### src/rtl/ask4_pkg.sv
// Shared definitions for the 4-ASK transmit path: FSM states, symbol coding
// and reference-level width.
package ask4_pkg;

  localparam int unsigned REF_W = 18;

  typedef enum logic [1:0] {
    ST_IDLE     = 2'd0,
    ST_PREAMBLE = 2'd1,
    ST_PAYLOAD  = 2'd2
  } state_e;

  localparam logic [1:0] SYM_P3 = 2'b01;
  localparam logic [1:0] SYM_P1 = 2'b00;
  localparam logic [1:0] SYM_M1 = 2'b10;
  localparam logic [1:0] SYM_M3 = 2'b11;

endpackage

### src/rtl/symbol_rate_counter.sv
// Free-running symbol timer. sym_strobe is registered; sym_strobe_next_c flags
// the cycle before a strobe so consumers can update in step with it.
module symbol_rate_counter #(
  parameter int unsigned SPS = 4
) (
  input  logic clk,
  input  logic reset_n,
  output logic sym_strobe,
  output logic sym_strobe_next_c
);

  localparam int unsigned CW = (SPS > 1) ? $clog2(SPS) : 1;

  logic [CW-1:0] cnt_q, cnt_d;
  logic          strobe_q, strobe_d;

  always_comb begin
    cnt_d    = (cnt_q == CW'(SPS - 1)) ? '0 : cnt_q + CW'(1);
    strobe_d = (cnt_d == CW'(SPS - 1));
  end

  always_ff @(posedge clk) begin
    if (!reset_n) begin
      cnt_q    <= '0;
      strobe_q <= 1'b0;
    end else begin
      cnt_q    <= cnt_d;
      strobe_q <= strobe_d;
    end
  end

  assign sym_strobe        = strobe_q;
  assign sym_strobe_next_c = strobe_d;

endmodule

### src/rtl/ask4_symbol_scheduler.sv
// Frame sequencer for the 4-ASK mapper: idle fill, preamble, payload symbols,
// and frame-boundary-only updates of the mapper reference level.
module ask4_symbol_scheduler
  import ask4_pkg::*;
#(
  parameter int unsigned      SPS          = 4,
  parameter int unsigned      PREAMBLE_LEN = 16,
  parameter logic [REF_W-1:0] REF_DEFAULT  = 18'd43690
) (
  input  logic             clk,
  input  logic             reset_n,
  input  logic             start,
  input  logic [7:0]       frame_len,
  input  logic [7:0]       byte_in,
  input  logic             byte_valid,
  output logic             byte_ready,
  input  logic             ref_wr,
  input  logic [REF_W-1:0] ref_wdata,
  output logic [1:0]       sym_out,
  output logic             sym_strobe,
  output logic [REF_W-1:0] reference_level,
  output logic             busy,
  output logic             frame_done,
  output logic             underrun
);

  localparam int unsigned PW = $clog2(PREAMBLE_LEN + 1);

  logic strobe_nx_c;

  symbol_rate_counter #(.SPS(SPS)) u_timer (
    .clk               (clk),
    .reset_n           (reset_n),
    .sym_strobe        (sym_strobe),
    .sym_strobe_next_c (strobe_nx_c)
  );

  state_e           state_q, state_d;
  logic             pend_q, pend_d;
  logic [7:0]       len_q, len_d;
  logic [PW-1:0]    pre_cnt_q, pre_cnt_d;
  logic [9:0]       pay_cnt_q, pay_cnt_d;
  logic [7:0]       acc_cnt_q, acc_cnt_d;
  logic [7:0]       hold_q, hold_d;
  logic             hold_full_q, hold_full_d;
  logic [7:0]       sh_q, sh_d;
  logic [2:0]       sh_cnt_q, sh_cnt_d;
  logic             idle_ph_q, idle_ph_d;
  logic [1:0]       sym_q, sym_d;
  logic             done_q, done_d;
  logic             under_q, under_d;
  logic             busy_q, busy_d;
  logic [REF_W-1:0] ref_q, ref_d;
  logic [REF_W-1:0] shadow_q, shadow_d;

  logic       start_acc, go, fire, pay_due;
  logic [1:0] idle_sym;

  assign byte_ready = (state_q != ST_IDLE) && !hold_full_q && (acc_cnt_q < len_q);
  assign start_acc  = start && (frame_len != 8'd0) && (state_q == ST_IDLE) && !pend_q;
  assign go         = strobe_nx_c && (state_q == ST_IDLE) && (pend_q || start_acc);
  assign fire       = byte_valid && byte_ready;
  assign idle_sym   = idle_ph_q ? SYM_M1 : SYM_P1;

  always_comb begin
    state_d     = state_q;
    pend_d      = pend_q;
    len_d       = len_q;
    pre_cnt_d   = pre_cnt_q;
    pay_cnt_d   = pay_cnt_q;
    acc_cnt_d   = acc_cnt_q;
    hold_d      = hold_q;
    hold_full_d = hold_full_q;
    sh_d        = sh_q;
    sh_cnt_d    = sh_cnt_q;
    idle_ph_d   = idle_ph_q;
    sym_d       = sym_q;
    done_d      = 1'b0;
    under_d     = under_q;
    ref_d       = ref_q;
    shadow_d    = shadow_q;
    pay_due     = 1'b0;

    if (ref_wr) shadow_d = ref_wdata;

    if (start_acc) begin
      pend_d  = 1'b1;
      len_d   = frame_len;
      under_d = 1'b0;
    end

    if (fire) begin
      hold_d      = byte_in;
      hold_full_d = 1'b1;
      acc_cnt_d   = acc_cnt_q + 8'd1;
    end

    if (strobe_nx_c) begin
      case (state_q)
        ST_IDLE: begin
          // Transfer uses the pre-write shadow so a same-cycle write waits.
          ref_d = shadow_q;
          if (go) begin
            state_d     = ST_PREAMBLE;
            pend_d      = 1'b0;
            sym_d       = SYM_P3;
            pre_cnt_d   = PW'(1);
            pay_cnt_d   = 10'd0;
            acc_cnt_d   = 8'd0;
            sh_cnt_d    = 3'd0;
            hold_full_d = 1'b0;
          end else begin
            sym_d     = idle_sym;
            idle_ph_d = ~idle_ph_q;
          end
        end
        ST_PREAMBLE: begin
          if (pre_cnt_q < PW'(PREAMBLE_LEN)) begin
            sym_d     = pre_cnt_q[0] ? SYM_M3 : SYM_P3;
            pre_cnt_d = pre_cnt_q + PW'(1);
          end else begin
            state_d = ST_PAYLOAD;
            pay_due = 1'b1;
          end
        end
        ST_PAYLOAD: begin
          if (pay_cnt_q == {len_q, 2'b00}) begin
            state_d   = ST_IDLE;
            sym_d     = idle_sym;
            idle_ph_d = ~idle_ph_q;
            done_d    = 1'b1;
          end else begin
            pay_due = 1'b1;
          end
        end
        default: state_d = ST_IDLE;
      endcase
    end

    // Starved slots send 00 and do not advance the data-symbol count.
    if (pay_due) begin
      if (sh_cnt_q != 3'd0) begin
        sym_d     = sh_q[7:6];
        sh_d      = {sh_q[5:0], 2'b00};
        sh_cnt_d  = sh_cnt_q - 3'd1;
        pay_cnt_d = pay_cnt_q + 10'd1;
      end else if (hold_full_q) begin
        sym_d       = hold_q[7:6];
        sh_d        = {hold_q[5:0], 2'b00};
        sh_cnt_d    = 3'd3;
        hold_full_d = 1'b0;
        pay_cnt_d   = pay_cnt_q + 10'd1;
      end else begin
        sym_d   = SYM_P1;
        under_d = 1'b1;
      end
    end

    busy_d = (state_d != ST_IDLE) || pend_d;
  end

  always_ff @(posedge clk) begin
    if (!reset_n) begin
      state_q     <= ST_IDLE;
      pend_q      <= 1'b0;
      len_q       <= 8'd0;
      pre_cnt_q   <= '0;
      pay_cnt_q   <= 10'd0;
      acc_cnt_q   <= 8'd0;
      hold_q      <= 8'd0;
      hold_full_q <= 1'b0;
      sh_q        <= 8'd0;
      sh_cnt_q    <= 3'd0;
      idle_ph_q   <= 1'b0;
      sym_q       <= SYM_P1;
      done_q      <= 1'b0;
      under_q     <= 1'b0;
      busy_q      <= 1'b0;
      ref_q       <= REF_DEFAULT;
      shadow_q    <= REF_DEFAULT;
    end else begin
      state_q     <= state_d;
      pend_q      <= pend_d;
      len_q       <= len_d;
      pre_cnt_q   <= pre_cnt_d;
      pay_cnt_q   <= pay_cnt_d;
      acc_cnt_q   <= acc_cnt_d;
      hold_q      <= hold_d;
      hold_full_q <= hold_full_d;
      sh_q        <= sh_d;
      sh_cnt_q    <= sh_cnt_d;
      idle_ph_q   <= idle_ph_d;
      sym_q       <= sym_d;
      done_q      <= done_d;
      under_q     <= under_d;
      busy_q      <= busy_d;
      ref_q       <= ref_d;
      shadow_q    <= shadow_d;
    end
  end

  assign sym_out         = sym_q;
  assign reference_level = ref_q;
  assign busy            = busy_q;
  assign frame_done      = done_q;
  assign underrun        = under_q;

endmodule
### config.mk
export PLATFORM = sky130hd
export DESIGN_NAME = ask4_symbol_scheduler
export DESIGN_NICKNAME = d
export VERILOG_FILES = /design/src/rtl/ask4_pkg.sv /design/src/rtl/symbol_rate_counter.sv /design/src/rtl/ask4_symbol_scheduler.sv
export SDC_FILE = /design/constraint.sdc
export NUM_CORES = 1
export LEC_CHECK = 0
export BUFFER_PORTS_ARGS = -buffer_cell sky130_fd_sc_hd__buf_2
export CORE_MARGIN = 8
export CORE_UTILIZATION = 35
export DETAILED_ROUTE_END_ITERATION = 6
export HOLD_SLACK_MARGIN = 0.06
export PLACE_DENSITY_LB_ADDON = 0.1
export SKIP_LAST_GASP = 1
export SLEW_MARGIN = 10
export SYNTH_ARGS = -nofsm -noshare
export SYNTH_HDL_FRONTEND = slang
export SYNTH_SLANG_ARGS = --single-unit
export TNS_END_PERCENT = 100
### constraint.sdc
create_clock -name clk -period 3 [get_ports clk]
set_clock_uncertainty 0.2 [all_clocks]
set_input_delay 0.3 -clock clk [delete_from_list [all_inputs] [get_ports clk]]
set_output_delay 0.3 -clock clk [all_outputs]
set_load 0.1 [all_outputs]
==> out/results.tsv <==
stage	metric	value	unit
run_status	status	finished, final reports clean	
clock_tree	numCtsBuffers	9	
timing	min_period_over_period	0.893	
worst_hold_path	hold_path_end	len_q[2]$_SDFFE_PN0P_	
synthesis	yosys.area.top_type	dfxtp_1	
routing	drc	0	
synthesis	synth_fp_nets	572	
power_and_ir_drop	clkPwrFrac	0.371	
cells_and_area	area_delta_synth_final	25.5	%
power_and_ir_drop	cellPowerDensity	544	nW/um2
power_and_ir_drop	p_int	2.16	mW
placement	hpwl	7940	um
cells_and_area	regArea	1940	um2
die	core	12500	um2
worst_setup_path	arrival	2.18	ns
power_and_ir_drop	power.combinational.fraction	0.169	
synthesis	ys_seq_area_frac	0.440	
routing	first_iter_violations	166	
timing	final.setup.worst_slack	0.321	ns
clock_tree	cts_tree	yes	
clock_tree	root_buffer	clkbuf_16	
synthesis	ys_top_cells_by_count	97 x dfxtp_1, 84 x nand2_1, 50 x nor2_1	
global_routing	track_usage	0.142	
clock_tree	cts_resized	0	
cells_and_area	layout-drive-gt1-share	0.156	
clock_tree	clockBufferDepth	2	
power_and_ir_drop	p_sw_frac	0.284	
synthesis	yosys_warnings	0	
worst_setup_path	r2r_end	acc_cnt_q[4]$_SDFF_PN0_	
die	die_x	128	um
timing	tightest_slew	0.720	ns
global_routing	grt_max_degree	51	
worst_setup_path	crit_type	flop to output port	
routing	detail_route.vias_per_cell	4.87	
global_routing	overflow	0	
timing	timing.slew.headroom	0.519	
worst_setup_path	r2r_start	state_q[0]$_SDFF_PN0_	
power_and_ir_drop	pwr-share-seq	0.460	
synthesis	ys.flop_type	dfxtp_1	
global_routing	grt_pass1_vias	3810	
placement	gp_congestion	0.797	
worst_hold_path	min_delay_path_depth	3	
routing	postRouteAntennaNets	0	
worst_setup_path	reg2regPathDepth	8	
placement	place_ws	0.617	ns
die	die-area	16500	um2
routing	firstDrtPassIters	6	
routing	avgRoutedWirePerCell	14.1	um
timing	tns	0	ns
worst_setup_path	required	2.50	ns
placement	portBuffers	63	
clock_tree	ctsHoldBuffers	34	
synthesis	ys_ff_latch	97	
timing	min_period	2.68	ns
clock_tree	cts.sinks	97	
die	num_rows	41	
synthesis	syn_area_per_cell	8.60	um2
power_and_ir_drop	total_leakage_power	2.28	nW
power_and_ir_drop	power_switching	856	uW
cells_and_area	final_nets	664	
worst_setup_path	rrSetupSlack	0.63	ns
worst_hold_path	hold_path_startpoint	start	
cells_and_area	antennaDiodeCount	0	
clock_tree	clk_latency	0.34	ns
synthesis	async_flop_share	0	
synthesis	synthTopCellsByArea	dfxtp_1 44%, nand2_1 7.1%, mux2i_1 6.6%, ha_1 5.7%, nor2_1 4.3%	
worst_hold_path	hold_path.class	primary input to flop	
synthesis	synth_cell_types	53	
synthesis	synth_top_area_share	0.440	
synthesis	syn-cell-area	4410	um2
power_and_ir_drop	peakVddDrop	309	uV
cells_and_area	nFillCells	1224	
synthesis	synth.most_common_cell	dfxtp_1	
worst_setup_path	startpoint_type	flop	
global_routing	antenna_found_initial	0	
worst_setup_path	end_kind	output port	
timing	fmax	0.373	GHz
clock_tree	cts.clk_slew.worst_paths	0.06	ns
die	dieHeight	128	um
timing	finalMaxSlewViolations	0	
worst_setup_path	worstPathMaxFanout	6	
cells_and_area	multi_input_area	2290	um2
run	maxCapViolations	0	
global_routing	grt_pass1_wl	18800	um
routing	num_vias	3796	
die	initial_core_util	0.354	
timing	setup_viol	0	
timing	rsz0062_at_grt	no	
synthesis	synth_edf_count	0	
die	pin_count	64	
clock_tree	cts_setup_buffers	0	
routing	routed_wl	11000	um
clock_tree	htree_num_levels	3	
synthesis	syn-instance-count	513	
timing	hold_viol_final	0	
==> through the flow <==
| stage | util | power [mW] | hold WS [ns] | area [um2] | instances |
|---|---|---|---|---|---|
| detailed placement | 0.394 | 1.90 | 0.247 | 4910 | 732 |
| global placement | 0.394 | 1.89 | 0.232 | 4910 | 732 |
| global route | 0.444 | 3.16 | 0.134 | 5540 | 780 |
| floorplan | - | 1.77 | 0.226 | 4420 | 513 |
| CTS | 0.444 | 3.06 | 0.0982 | 5540 | 780 |
| finish | 0.444 | 3.01 | 0.118 | 5540 | 780 |
==> cell usage in the layout (no fill, tap or decap), drive strengths merged, types with 2 or more instances in the layout <==
cell type	Yosys	layout
dfxtp	97	97
nand2	84	84
buf	11	71
nor2	51	51
dlygate4sd3	0	34
a21oi	34	34
nand3	33	33
mux2i	29	29
inv	22	22
ha	20	20
o21ai	17	17
xnor2	11	11
nand4	10	10
clkbuf	13	10
o211ai	8	8
xor2	8	8
nand2b	5	5
a21o	5	5
nor3	5	5
and2	5	5
a311oi	5	5
a211o	4	4
clkinv	1	4
and3	3	3
a31oi	3	3
or4	3	3
nor2b	2	2
o31ai	2	2
a41o	2	2
o311ai	2	2
o21a	2	2
==> how the worst max path moves through the flow <==
stage	start	end	slack [ns]	depth (start not counted)
CTS	state_q[0]$_SDFF_PN0_	byte_ready	0.26	6
detailed placement	state_q[0]$_SDFF_PN0_	acc_cnt_q[4]$_SDFF_PN0_	0.62	8
floorplan	len_q[1]$_SDFFE_PN0P_	byte_ready	0.46	5
global placement	state_q[0]$_SDFF_PN0_	acc_cnt_q[4]$_SDFF_PN0_	0.59	8
global route	state_q[0]$_SDFF_PN0_	byte_ready	0.14	6
finish	state_q[0]$_SDFF_PN0_	byte_ready	0.32	6
==> registers in the layout, summed over array words and instances, names as in the netlist <==
name                count
pre_cnt_q               5
u_timer.cnt_q           2
sh_q                    6
idle_ph_q               1
underrun                1
sh_cnt_q                3
acc_cnt_q               8
pend_q                  1
sym_out                 2
len_q                   8
busy                    1
hold_q                  8
frame_done              1
shadow_q               18
hold_full_q             1
state_q                 2
reference_level        18
u_timer.sym_strobe      1
pay_cnt_q              10
==> cell families (layout without fill, tap and decap cells) <==
logic type	Yosys count	after routing	share of synthesized area
flops	97	97	0.440
compound gates	95	95	0.148
simple gates	205	205	0.207
buf+inv	47	142	0.0417
mux	30	30	0.0683
fa+ha+maj	20	20	0.0567
xor+xnor	19	19	0.0377
==> routing by layer <==
layer | global-route usage | share of wire | vias to the layer above
met5 | 0 | 0 | -
met4 | 0.0587 | 0.016 | 0
met3 | 0.0424 | 0.060 | 12
met2 | 0.222 | 0.45 | 74
met1 | 0.178 | 0.48 | 1759
li1 | - | - | 1951
==> worst max-delay path, stage by stage (launching register included) <==
cell and delay (ns):
dfxtp_1 0.38, inv_1 0.08, ha_1 0.28, nor3_1 0.36, o21ai_0 0.18, a21oi_2 0.13
buf_2 0.43
==> cell type report <==
| class | count | area share |
|---|---|---|
| Inverter | 23 | 0.0156 |
| Sequential cell | 97 | 0.351 |
| Clock buffer | 10 | 0.0432 |
| Tap cell | 172 | 0.0389 |
| Clock inverter | 4 | 0.00814 |
| Timing Repair Buffer | 105 | 0.129 |
| Multi-Input combinational cell | 369 | 0.414 |
==> power groups by stage <==
stage	Combinational (mW)	Clock, mW	Sequential, mW
after global routing	0.558	1.20	1.39
after detailed placement	0.481	0	1.42
after global placement	0.476	0	1.41
final	0.509	1.12	1.39
after CTS	0.516	1.16	1.39
after floorplan	0.225	0	1.55
(Power assumes the default switching activity.)
